<file path="src/rtl/fetch_sequencer_pkg.sv">
// -----------------------------------------------------------------------------
// fetch_pkg
// Shared definitions for the fetch sequencer and its address checker:
//   - fetch_state_e      : fetch FSM states (IDLE, RUN, HALT, FAULT)
//   - PC_STEP            : byte increment between sequential instructions
//   - HALT_INSN_DEFAULT  : default encoding that ends execution (ECALL)
// -----------------------------------------------------------------------------
package fetch_pkg;

  typedef enum logic [1:0] {
    ST_IDLE  = 2'd0,
    ST_RUN   = 2'd1,
    ST_HALT  = 2'd2,
    ST_FAULT = 2'd3
  } fetch_state_e;

  localparam logic [31:0] PC_STEP           = 32'd4;
  localparam logic [31:0] HALT_INSN_DEFAULT = 32'h0000_0073;

endpackage : fetch_pkg

</file>
<file path="src/rtl/fetch_sequencer_addr_check.sv">
// -----------------------------------------------------------------------------
// fetch_addr_check
// Combinational legality check of a byte address against a word-organised
// memory of IMEM_DEPTH 32-bit words. Shared with the data-memory path.
//
// Ports:
//   i_addr  : in,  32 : candidate byte address
//   o_legal : out, 1  : address is word aligned and inside the memory
// -----------------------------------------------------------------------------
module fetch_addr_check #(
  parameter int IMEM_DEPTH = 64
) (
  input  logic [31:0] i_addr,
  output logic        o_legal
);

  // Limit is held in 33 bits so a depth of 2^30 words does not wrap to zero.
  localparam logic [32:0] ADDR_LIMIT = 33'(IMEM_DEPTH) * 33'd4;

  logic w_aligned;
  logic w_in_range;

  assign w_aligned  = (i_addr[1:0] == 2'b00);
  assign w_in_range = ({1'b0, i_addr} < ADDR_LIMIT);
  assign o_legal    = w_aligned && w_in_range;

endmodule : fetch_addr_check

</file>
<file path="src/rtl/fetch_sequencer.sv">
// -----------------------------------------------------------------------------
// fetch_sequencer
// Owns the program counter of the single-cycle core. Steps the PC through
// instruction memory, applies branch/jump redirects, holds on stall, stops on
// the halt instruction or an illegal next fetch address, and counts issued
// instructions.
//
// Ports:
//   clk             : in,  1  : clock
//   reset           : in,  1  : asynchronous active-high reset
//   start           : in,  1  : begin (IDLE) or restart (HALT/FAULT) fetching
//   stall           : in,  1  : datapath cannot accept an instruction
//   redirect_valid  : in,  1  : issued instruction is a taken branch/jump
//   redirect_target : in,  32 : byte address of the branch/jump target
//   instruction     : in,  32 : word returned by instruction memory for pc
//   pc              : out, 32 : registered fetch address
//   insn_out        : out, 32 : instruction forwarded to decode
//   insn_valid      : out, 1  : insn_out is issued this cycle
//   halted          : out, 1  : FSM is in HALT
//   fault           : out, 1  : FSM is in FAULT
//   issue_count     : out, 32 : instructions issued since reset/restart
//   dbg_state       : out, 2  : current FSM state, for observation only
//
// Handshake: insn_valid is the issue strobe and stall is the inverse of the
// datapath's ready. insn_valid is never raised while stall is high, so an
// instruction transfers in exactly the cycles where insn_valid=1; there is no
// separate ready term for the consumer to combine.
// -----------------------------------------------------------------------------
module fetch_sequencer
  import fetch_pkg::*;
#(
  parameter logic [31:0] RESET_PC   = 32'h0000_0000,
  parameter int          IMEM_DEPTH = 64,
  parameter logic [31:0] HALT_INSN  = HALT_INSN_DEFAULT
) (
  input  logic         clk,
  input  logic         reset,
  input  logic         start,
  input  logic         stall,
  input  logic         redirect_valid,
  input  logic [31:0]  redirect_target,
  input  logic [31:0]  instruction,
  output logic [31:0]  pc,
  output logic [31:0]  insn_out,
  output logic         insn_valid,
  output logic         halted,
  output logic         fault,
  output logic [31:0]  issue_count,
  output fetch_state_e dbg_state
);

  fetch_state_e r_state;
  fetch_state_e w_next_state;
  logic [31:0]  r_pc;
  logic [31:0]  w_next_pc;
  logic [31:0]  r_issue_count;
  logic [31:0]  w_next_count;
  logic [31:0]  w_cand_pc;
  logic         w_cand_legal;
  logic         w_insn_valid;

  // Candidate next PC if the current instruction issues.
  assign w_cand_pc = redirect_valid ? redirect_target : (r_pc + PC_STEP);

  fetch_addr_check #(
    .IMEM_DEPTH (IMEM_DEPTH)
  ) u_addr_check (
    .i_addr  (w_cand_pc),
    .o_legal (w_cand_legal)
  );

  always_ff @(posedge clk or posedge reset) begin
    if (reset) begin
      r_state       <= ST_IDLE;
      r_pc          <= RESET_PC;
      r_issue_count <= 32'd0;
    end else begin
      r_state       <= w_next_state;
      r_pc          <= w_next_pc;
      r_issue_count <= w_next_count;
    end
  end

  always_comb begin
    w_next_state = r_state;
    w_next_pc    = r_pc;
    w_next_count = r_issue_count;
    w_insn_valid = 1'b0;

    unique case (r_state)
      ST_IDLE: begin
        if (start) begin
          w_next_state = ST_RUN;
        end
      end

      ST_RUN: begin
        // Stall wins over everything, including a pending redirect.
        if (stall) begin
          w_next_state = ST_RUN;
        end else if (instruction == HALT_INSN) begin
          // Halt is not issued and any concurrent redirect is dropped.
          w_next_state = ST_HALT;
        end else begin
          // The instruction issues even when the address it leads to is
          // illegal; only the following fetch is suppressed.
          w_insn_valid = 1'b1;
          w_next_count = r_issue_count + 32'd1;
          if (w_cand_legal) begin
            w_next_pc = w_cand_pc;
          end else begin
            w_next_state = ST_FAULT;
          end
        end
      end

      ST_HALT, ST_FAULT: begin
        if (start) begin
          w_next_state = ST_RUN;
          w_next_pc    = RESET_PC;
          w_next_count = 32'd0;
        end
      end

      default: begin
        w_next_state = ST_IDLE;
      end
    endcase
  end

  assign pc          = r_pc;
  assign insn_out    = instruction;
  assign insn_valid  = w_insn_valid;
  assign halted      = (r_state == ST_HALT);
  assign fault       = (r_state == ST_FAULT);
  assign issue_count = r_issue_count;
  assign dbg_state   = r_state;

endmodule : fetch_sequencer

</file>
<file path="config.mk">
export PLATFORM = sky130hd
export DESIGN_NAME = fetch_sequencer
export DESIGN_NICKNAME = d
export VERILOG_FILES = /design/src/rtl/fetch_sequencer_pkg.sv /design/src/rtl/fetch_sequencer_addr_check.sv /design/src/rtl/fetch_sequencer.sv
export SDC_FILE = /design/constraint.sdc
export NUM_CORES = 1
export LEC_CHECK = 0
export ABC_AREA = 0
export BUFFER_PORTS_ARGS = -buffer_cell sky130_fd_sc_hd__clkbuf_2
export CAP_MARGIN = 20
export CELL_PAD_IN_SITES_DETAIL_PLACEMENT = 0
export CELL_PAD_IN_SITES_GLOBAL_PLACEMENT = 1
export CORE_MARGIN = 2
export CORE_UTILIZATION = 25
export DETAILED_ROUTE_END_ITERATION = 12
export GPL_TIMING_DRIVEN = 1
export PLACE_DENSITY_LB_ADDON = 0.3
export REMOVE_ABC_BUFFERS = 1
export SLEW_MARGIN = 30
export SYNTH_ARGS = -nofsm -noshare
export SYNTH_HDL_FRONTEND = slang
export SYNTH_SLANG_ARGS = --single-unit
export TNS_END_PERCENT = 50
</file>
<file path="constraint.sdc">
create_clock -name clk -period 9.62 [get_ports clk]
set_clock_uncertainty 0.1 [all_clocks]
set_input_delay 0 -clock clk [delete_from_list [all_inputs] [get_ports clk]]
set_output_delay 0 -clock clk [all_outputs]
set_load 0.05 [all_outputs]
</file>
==> results of run 1 <==
[flip-flops by register name, summed over array words and instances, names as in the netlist]
| signal | flops |
|---|---|
| issue_count | 32 |
| pc | 32 |
| dbg_state | 2 |
[how the worst max path moves through the flow]
| stage | end | slack [ps] | depth (start not counted) |
|---|---|---|---|
| 6_report | dbg_state[0] | 5560 | 9 |
| 3_5_place_dp | pc[7] | 5600 | 8 |
| 4_1_cts | dbg_state[0] | 5560 | 9 |
| 3_3_place_gp | pc[6] | 5740 | 8 |
| 5_1_grt | dbg_state[0] | 5270 | 9 |
| 2_1_floorplan | pc[6] | 5880 | 8 |
[cell families (layout without fill, tap and decap cells)]
group | after synthesis | count (layout)
compound gates | 64 | 64
xor+xnor | 33 | 33
mux | 2 | 2
fa+ha+maj | 2 | 2
buf+inv | 57 | 206
flops | 66 | 66
simple gates | 207 | 207
[stage by stage]
step	instances	setup WS, ps	area, sq um	utilization [%]	power [mW]
3_5_place_dp	768	5600	4720	30.9	0.536
5_1_grt	791	5270	5080	33.3	0.880
4_1_cts	791	5560	5070	33.3	0.852
2_1_floorplan	384	5880	3580	-	0.437
6_report	791	5560	5080	33.3	0.838
3_3_place_gp	768	5740	4720	30.9	0.533
[worst max-delay path, stage by stage (launching register included)]
cell and delay, ps:
dfrtp_1 470, nand4_1 260, nor3_2 600, nand4_1 180
a221o_1 370, or4_1 530, a211o_1 400, nor2_1 370
o31ai_1 100, dlygate4sd3_1 560
[layer usage]
metal	track usage, %	vias up	routed length, microns
met5	0	-	0
met4	4.80	0	184
met3	4.05	14	825
met2	22.8	118	5430
met1	19.8	1751	5580
li1	-	1807	-
[area by class of cell]
type	instances	share of cell area (%)
clock inverters	2	0.246
inverters	10	0.739
multi-input cells	308	37.3
clock buffers	13	5.12
repair buffers	181	18.9
well taps	211	5.20
flip-flops and latches	66	32.5
[cells in the mapped netlist (all sizes together), types with 4 or more instances]
library cell / number
a21oi: 11
and2: 30
and3: 8
and4: 6
buf: 39
clkbuf: 8
dfrtp: 66
inv: 10
nand2: 27
nand3: 21
nand4: 23
nor2: 47
nor3: 13
nor4: 16
o211ai: 4
o21ai: 16
xnor2: 7
xor2: 26
[power by group through the flow]
stage / Combinational (mW) / Clock [mW] / Sequential (mW)
floorplan: 0.0562 / 0 / 0.381
global placement: 0.205 / 0 / 0.328
detailed placement: 0.207 / 0 / 0.330
CTS: 0.211 / 0.316 / 0.325
global route: 0.220 / 0.330 / 0.330
finish: 0.209 / 0.303 / 0.326
==> metrics.md, run 1 <==
| Metric | Value |
|---|---|
| Ant. Diodes | `0` |
| Post-DRT Antenna Nets | `0` |
| Synth area leaders | `dfrtp_1 42%, buf_4 6.5%, xor2_1 5.8%, nor2_1 4.5%, nand4_1 3.7%` |
| Comb power frac | `24.9%` |
| Initial antenna violation count | `0` |
| Pwr/cell area | `165 mW/mm^2` |
| Peak VDD IR | `0.0000718 V` |
| Synthesized instance count | `431` |
| Routed wire length | `12.0 mm` |
| Post-CTS resize count | `0` |
| Status | `finished clean` |
| Reg-to-reg slack, setup | `5560 ps` |
| 1st-pass router iterations | `4` |
| Initial Util | `25.7%` |
| Asr flop ratio synth | `100%` |
| DRC | `0` |
| Sequential area share after synthesis | `42.1%` |
| Synth Area in Compound Gates | `11.2%` |
| Fillers | `1,645` |
| Die Area | `0.0167 sq mm` |
| Final period utilization | `42.2%` |
| Post-synth EDFFs | `0` |
| Vias | `3,690` |
| Hold-fix buffers, CTS | `8` |
| Storage element area | `0.00165 sq mm` |
| Critical Path AT | `4170 ps` |
| Fmax | `246 MHz` |
| Post-DP HPWL | `8.88 mm` |
| Grt total ovfl | `0` |
| Final Wtd Congestion | `0.812` |
| Critical path class | `reg2reg` |
| CP endpoint kind | `flip-flop` |
| Sink Count | `66` |
| Switching share of power | `36.1%` |
| Die height | `129 microns` |
| Cell variety after synth | `58` |
| Clk pwr share | `36.2%` |
| Final nets | `647` |
| Critical Path RT | `9730 ps` |
| DR WL/cell | `15.2 microns` |
| CP max FO | `11` |
| Hold path depth | `4` |
| Final setup vio count | `0` |
| CP startpoint kind | `flip-flop` |
| Core area | `0.0153 sq mm` |
| Worst-margin pin slew | `855 ps` |
| Largest family of logic cells by synthesized area | `simple AND/OR/NAND/NOR gates` |
| Synth Area in XOR/XNOR | `7.38%` |
| CTS Buffer Depth | `2` |
| Post-Syn Area | `0.00392 sq mm` |
| Largest net degree at the start of global routing | `67` |
| Critical path origin | `pc[11]` |
| Post-route setup TNS | `0 ps` |
| Seq cells post-synth | `66` |
| Pins Over Slew Limit | `0` |
| Top_reg_cell synth | `dfrtp_1` |
| RSZ-0062 raised after global routing | `no` |
| H-Tree Depth | `3` |
| Register share of total power | `38.9%` |
| Num rows | `45` |
| DRT iter0 DRCs | `150` |
| Post-synth top area share | `42.1%` |
| Port buffer count | `169` |
| Total global-route track usage | `14.7%` |
| Max_slew headroom | `43.0%` |
| Max-cap viol count | `0` |
| Leading area contributor after synthesis | `dfrtp_1` |
| Worst skew pair latency | `330 ps` |
| Worst Reg-to-Reg Cells | `9` |
| Post-synthesis mux area share | `0.511%` |
| Most frequent cells in the layout | `169 x clkbuf_2, 66 x dfrtp_1, 46 x nor2_1` |
| Total CTS buffers | `9` |
| Reg-to-reg critical path startpoint | `pc[11]` |
| Fin Hold WS | `21.4 ps` |
| Final Critical Period | `4060 ps` |
| Hold crit path type | `in2reg` |
| Die width | `129 microns` |
| Pint | `0.535 mW` |
| Global-route wire length before repair | `19.2 mm` |
| Most common cell after layout, fill and taps aside | `clkbuf_2` |
| Post-CTS Setup Inserts | `0` |
| Switch Pwr | `0.303 mW` |
| Synth Area in Adders | `0.639%` |
| Hold endpoint | `pc[3]` |
| Endpoints failing hold | `0` |
| Share of layout cells above drive strength 1 | `35.2%` |
| Via density | `4.66` |
| FF-to-FF End | `dbg_state[0]` |
| Worst hold start | `redirect_target[3]` |
| Io pins | `170` |
| Ys Warns | `0` |
| CTS tree | `done` |
| Leakage | `2.48 nW` |
| Syn Area/Cell | `9.09 sq um` |
| Layout area overhead | `29.6%` |
| Area occupied by multi-input gates | `0.00189 sq mm` |
| CTS clk-pin slew, worst paths | `50 ps` |
| Root Driver | `clkbuf_16` |
| Vias in the first global route | `3,569` |
| Post-Synth Simple-Gate Area | `28.5%` |
Power figures use the tool's default switching activity.
==> run 2, diff against run 1 <==
- clock period: 9.62 -> 4.02 ns (I/O delays scaled with it)
==> run 2 against run 1 <==
Against the previous run:
- cell count rose by 0.63%
- core utilization rose by 0.20 points
- sequential power up 140%
- non-clock buffer count rose by 6
- via count increased by 2.2%
- power increased by 140%
- first-iteration DRC count down 13%
- largest cell class unchanged
==> metrics.md, run 2 (synthesized netlist as in run 1, its figures left out) <==
| Metric | Value |
|---|---|
| Status | `finished clean` |
| Total CTS buffers | `9` |
| DRT iter0 DRCs | `131` |
| Share of layout cells above drive strength 1 | `35.6%` |
| Most frequent cells in the layout | `169 x clkbuf_2, 66 x dfrtp_1, 45 x nor2_1` |
| Global-route wire length before repair | `19.4 mm` |
| Die width | `129 microns` |
| Vias | `3,773` |
| CP endpoint kind | `flip-flop` |
| Sink Count | `66` |
| Critical path class | `reg2reg` |
| Initial Util | `25.7%` |
| Core area | `0.0153 sq mm` |
| Critical path origin | `pc[2]` |
| Routed wire length | `12.2 mm` |
| Final Wtd Congestion | `0.814` |
| Die Area | `0.0167 sq mm` |
| CTS clk-pin slew, worst paths | `50 ps` |
| DR WL/cell | `15.3 microns` |
| Worst-margin pin slew | `848 ps` |
| Worst hold start | `redirect_target[3]` |
| Hold crit path type | `in2reg` |
| Area occupied by multi-input gates | `0.00190 sq mm` |
| Max-cap viol count | `0` |
| Port buffer count | `169` |
| Final nets | `653` |
| Critical Path RT | `4140 ps` |
| Via density | `4.74` |
| Io pins | `170` |
| Peak VDD IR | `0.000266 V` |
| Largest net degree at the start of global routing | `54` |
| Initial antenna violation count | `0` |
| RSZ-0062 raised after global routing | `no` |
| Worst skew pair latency | `330 ps` |
| CP startpoint kind | `flip-flop` |
| Post-DRT Antenna Nets | `0` |
| Placement-stage cell area | `0.00474 sq mm` |
| Max_slew headroom | `43.2%` |
| Pins Over Slew Limit | `0` |
| Fmax | `264 MHz` |
| Final setup vio count | `0` |
| Post-DP HPWL | `9.09 mm` |
| Reg-to-reg slack, setup | `230 ps` |
| DRC | `0` |
| Placed Cells | `771` |
| Layout area overhead | `30.4%` |
| Grt total ovfl | `0` |
| Fillers | `1,627` |
| Reg-to-reg critical path startpoint | `pc[2]` |
| Final instance area | `0.00511 sq mm` |
| Storage element area | `0.00165 sq mm` |
| Pwr/cell area | `386 mW/mm^2` |
| Die height | `129 microns` |
| Fin util | `33.5%` |
| Root Driver | `clkbuf_16` |
| Post-route setup TNS | `0 ps` |
| Final Critical Period | `3790 ps` |
| Ant. Diodes | `0` |
| Vias in the first global route | `3,639` |
| 1st-pass router iterations | `6` |
| Finished Layout Cells | `796` |
| Total global-route track usage | `14.9%` |
| Endpoints failing hold | `0` |
| CTS Buffer Depth | `2` |
| Num rows | `45` |
| Final period utilization | `94.4%` |
| H-Tree Depth | `3` |
| CP max FO | `9` |
| Critical Path AT | `3910 ps` |
| Leakage | `2.52 nW` |
| Most common cell after layout, fill and taps aside | `clkbuf_2` |
| CTS tree | `done` |
==> run 2: changes by cell type in the layout (fill, tap and decap cells not counted), sizes merged <==
cell / change
buf: +6
clkbuf: +1
clkinv: -1
clkinvlp: -1
==> run 2: final cells by class <==
class	instances	area share [%]
clock buffers	14	4.97
inverters	10	0.735
multi-input cells	308	37.2
flip-flops and latches	66	32.3
well taps	211	5.17
repair buffers	187	19.6
==> run 2: critical path: stages (launching register included) <==
cell and delay (ps):
dfrtp_1 450, ha_1 230, nand3_1 210, nor4_1 440, and3_1 220, o21ai_0 90
or4_1 540, a211o_1 290, buf_4 170, nor2_1 300, o31ai_1 100, dlygate4sd3_1 560
==> run 2: repair_timing <==
action                                  in CTS  in global routing
buffers inserted                             0                  3
hold endpoints to repair                    18                  0
endpoints found under the setup margin       0                  1
hold buffers                                 8                  0
resized for setup                            0                  2
==> run 2: metal layers <==
metal	vias up	global-route usage (%)	share of wire [%]
li1	1820	-	-
met1	1819	19.3	45
met2	127	24.1	47
met3	7	5.16	7.3
met4	0	3.13	0.56
met5	-	0	0
==> run 2: final timing paths <==
kind | endpoint | cells after the start
min in group asynchronous | issue_count[23] | 3
max in group asynchronous | pc[19] | 4
worst max register to register | dbg_state[0] | 11
worst min register to register | pc[0] | 1
worst min-delay path | pc[3] | 4
worst max-delay path | dbg_state[0] | 11
==> run 2: where the power goes <==
group          internal [mW]  switching (mW)  leakage (nW)  total, mW
Sequential             0.705          0.0768         0.907      0.782
Clock                  0.427           0.263         0.123      0.690
Combinational          0.133           0.366          1.49      0.499
Total                   1.27           0.706          2.52       1.97
==> run 2: stage by stage <==
step,hold WS (ps),setup slack (ps),power [mW]
2_1_floorplan,-100,282,1.05
3_3_place_gp,-148,523,1.28
3_5_place_dp,-146,418,1.29
4_1_cts,10.4,30.9,2.00
5_1_grt,36.8,6.37,2.07
6_report,23.0,225,1.97
==> run 3, diff against run 2 <==
- RECOVER_POWER: default -> 50
==> run 3 against run 2 <==
Against the previous run:
- worst setup slack got worse by 8.3 ps
- die area stayed put
- register-to-register slack about the same
- wire length hardly changed
- clock power is essentially flat
- flip-flop and latch count unchanged
- sequential power about the same
- core utilization shrank 0.82 points
- global-route usage is the same
- final area is 2.4% lower
- critical path type unchanged
- largest power group unchanged
==> metrics.md, run 3 (synthesized netlist as in run 1, its figures left out) <==
| Metric | Value |
|---|---|
| Delay of the slowest cell on the worst path | `560 ps` |
| CTS tree | `done` |
| Final Power | `1.95 mW` |
| Share of layout cells above drive strength 1 | `18.6%` |
| CTS Buffer Depth | `2` |
| Most frequent cells in the layout | `102 x clkbuf_1, 72 x clkbuf_2, 66 x dfrtp_1` |
| Worst Reg-to-Reg Cells | `11` |
| Pins Over Slew Limit | `0` |
| Status | `finished clean` |
| CP startpoint kind | `flip-flop` |
| Total global-route track usage | `14.9%` |
| Peak VDD IR | `0.000266 V` |
| Max stage delay cell, worst path | `dlygate4sd3_1` |
| Worst skew pair latency | `330 ps` |
| Max-cap viol count | `0` |
| Sink Count | `66` |
| Routed wire length | `12.2 mm` |
| RSZ-0062 raised after global routing | `no` |
| CP Cell Sequence | `ha_1 > nand3_1 > nor4_1 > and3_1 > o21ai_0 > or4_1 > a211o_1 > buf_4 > nor2_1 > o31ai_1 > dlygate4sd3_1` |
| Final period utilization | `94.6%` |
| Io pins | `170` |
| Global-route wire length before repair | `19.4 mm` |
| Critical path class | `reg2reg` |
| DRC | `0` |
| Final nets | `653` |
| DR WL/cell | `15.3 microns` |
| Port buffer count | `169` |
| Worst-margin pin slew | `1370 ps` |
| DRT iter0 DRCs | `127` |
| Hold crit path type | `in2reg` |
| Final Critical Period | `3800 ps` |
| Hold path depth | `4` |
| Die width | `129 microns` |
| CP max FO | `9` |
| Die height | `129 microns` |
| Initial antenna violation count | `0` |
| Largest net degree at the start of global routing | `54` |
| Num rows | `45` |
| Fin util | `32.7%` |
| Post-DRT Antenna Nets | `0` |
| Post-route setup TNS | `0 ps` |
| Fmax | `263 MHz` |
| Layout area overhead | `27.2%` |
| Core area | `0.0153 sq mm` |
| Vias | `3,781` |
| Crit. path cell count | `11` |
| Fillers | `1,642` |
| Root Driver | `clkbuf_16` |
| Leakage | `2.20 nW` |
| Vias in the first global route | `3,639` |
| Critical Path AT | `3920 ps` |
| Final Wtd Congestion | `0.814` |
| Endpoints failing hold | `0` |
| Post-DP HPWL | `9.09 mm` |
| CP endpoint kind | `flip-flop` |
| CTS clk-pin slew, worst paths | `50 ps` |
| Die Area | `0.0167 sq mm` |
| Ant. Diodes | `0` |
| Max_slew headroom | `8.96%` |
| Initial Util | `25.7%` |
| Grt total ovfl | `0` |
| Final setup vio count | `0` |
| Total CTS buffers | `9` |
| Via density | `4.75` |
| Most common cell after layout, fill and taps aside | `clkbuf_1` |
| 1st-pass router iterations | `5` |
| Buf/Inv on CP | `2` |
| Critical Path RT | `4140 ps` |
| Pwr/cell area | `392 mW/mm^2` |
| Largest delay contributor family on the critical path | `simple AND/OR/NAND/NOR gates` |
| H-Tree Depth | `3` |
[run 3: worst reg2reg max path, stage by stage (launching register included)]
cell	delay, ps
dfrtp_1	450
ha_1	230
nand3_1	210
nor4_1	440
and3_1	210
o21ai_0	90
or4_1	540
a211o_1	290
buf_4	170
nor2_1	310
o31ai_1	100
dlygate4sd3_1	560
[run 3: worst paths after layout]
path,from,to,slack (ps)
min,redirect_target[3],pc[3],20
max,pc[2],dbg_state[0],220
max reg2reg,pc[2],dbg_state[0],220
min in group asynchronous,reset,issue_count[23],140
max in group asynchronous,reset,pc[19],1970
min reg2reg,pc[0],pc[0],430
[run 3: layout make-up]
type                       count  area [sq um]  area share [%]
multi-input combinational    308          1900            38.2
inverter                      10          37.5           0.753
sequential                    66          1650            33.1
tap                          211           264            5.30
clock buffer                  14           254            5.10
timing repair buffer         187           876            17.6
[run 3: timing repair]
item / 4_1_cts / 5_1_grt
hold endpoints to repair: 18 / 0
resized for setup: 0 / 2
buffers inserted: 0 / 3
setup endpoints to repair: 0 / 1
hold buffers: 8 / 0
[run 3: per-layer routing]
layer | global-route usage (%) | part of all wire [%] | vias to the layer above
met3 | 5.16 | 7.3 | 5
met5 | 0 | 0 | -
met2 | 24.1 | 47 | 123
met1 | 19.3 | 46 | 1835
met4 | 3.13 | 0.45 | 0
li1 | - | - | 1818
[run 3: report_power, final]
part	switching, mW	internal [mW]	total (mW)
sequential	0.0754	0.705	0.781
combinational	0.366	0.118	0.484
clock	0.262	0.427	0.689
[run 3: through the flow]
stage               cell area (sq um)  cells  worst slack (ps)  hold WS [ps]
floorplan                        3580    384               282          -100
global placement                 4740    771               523          -148
detailed placement               4740    771               418          -146
CTS                              5080    793              30.9          10.4
global route                     4980    796              6.49          36.8
finish                           4980    796               217          18.7
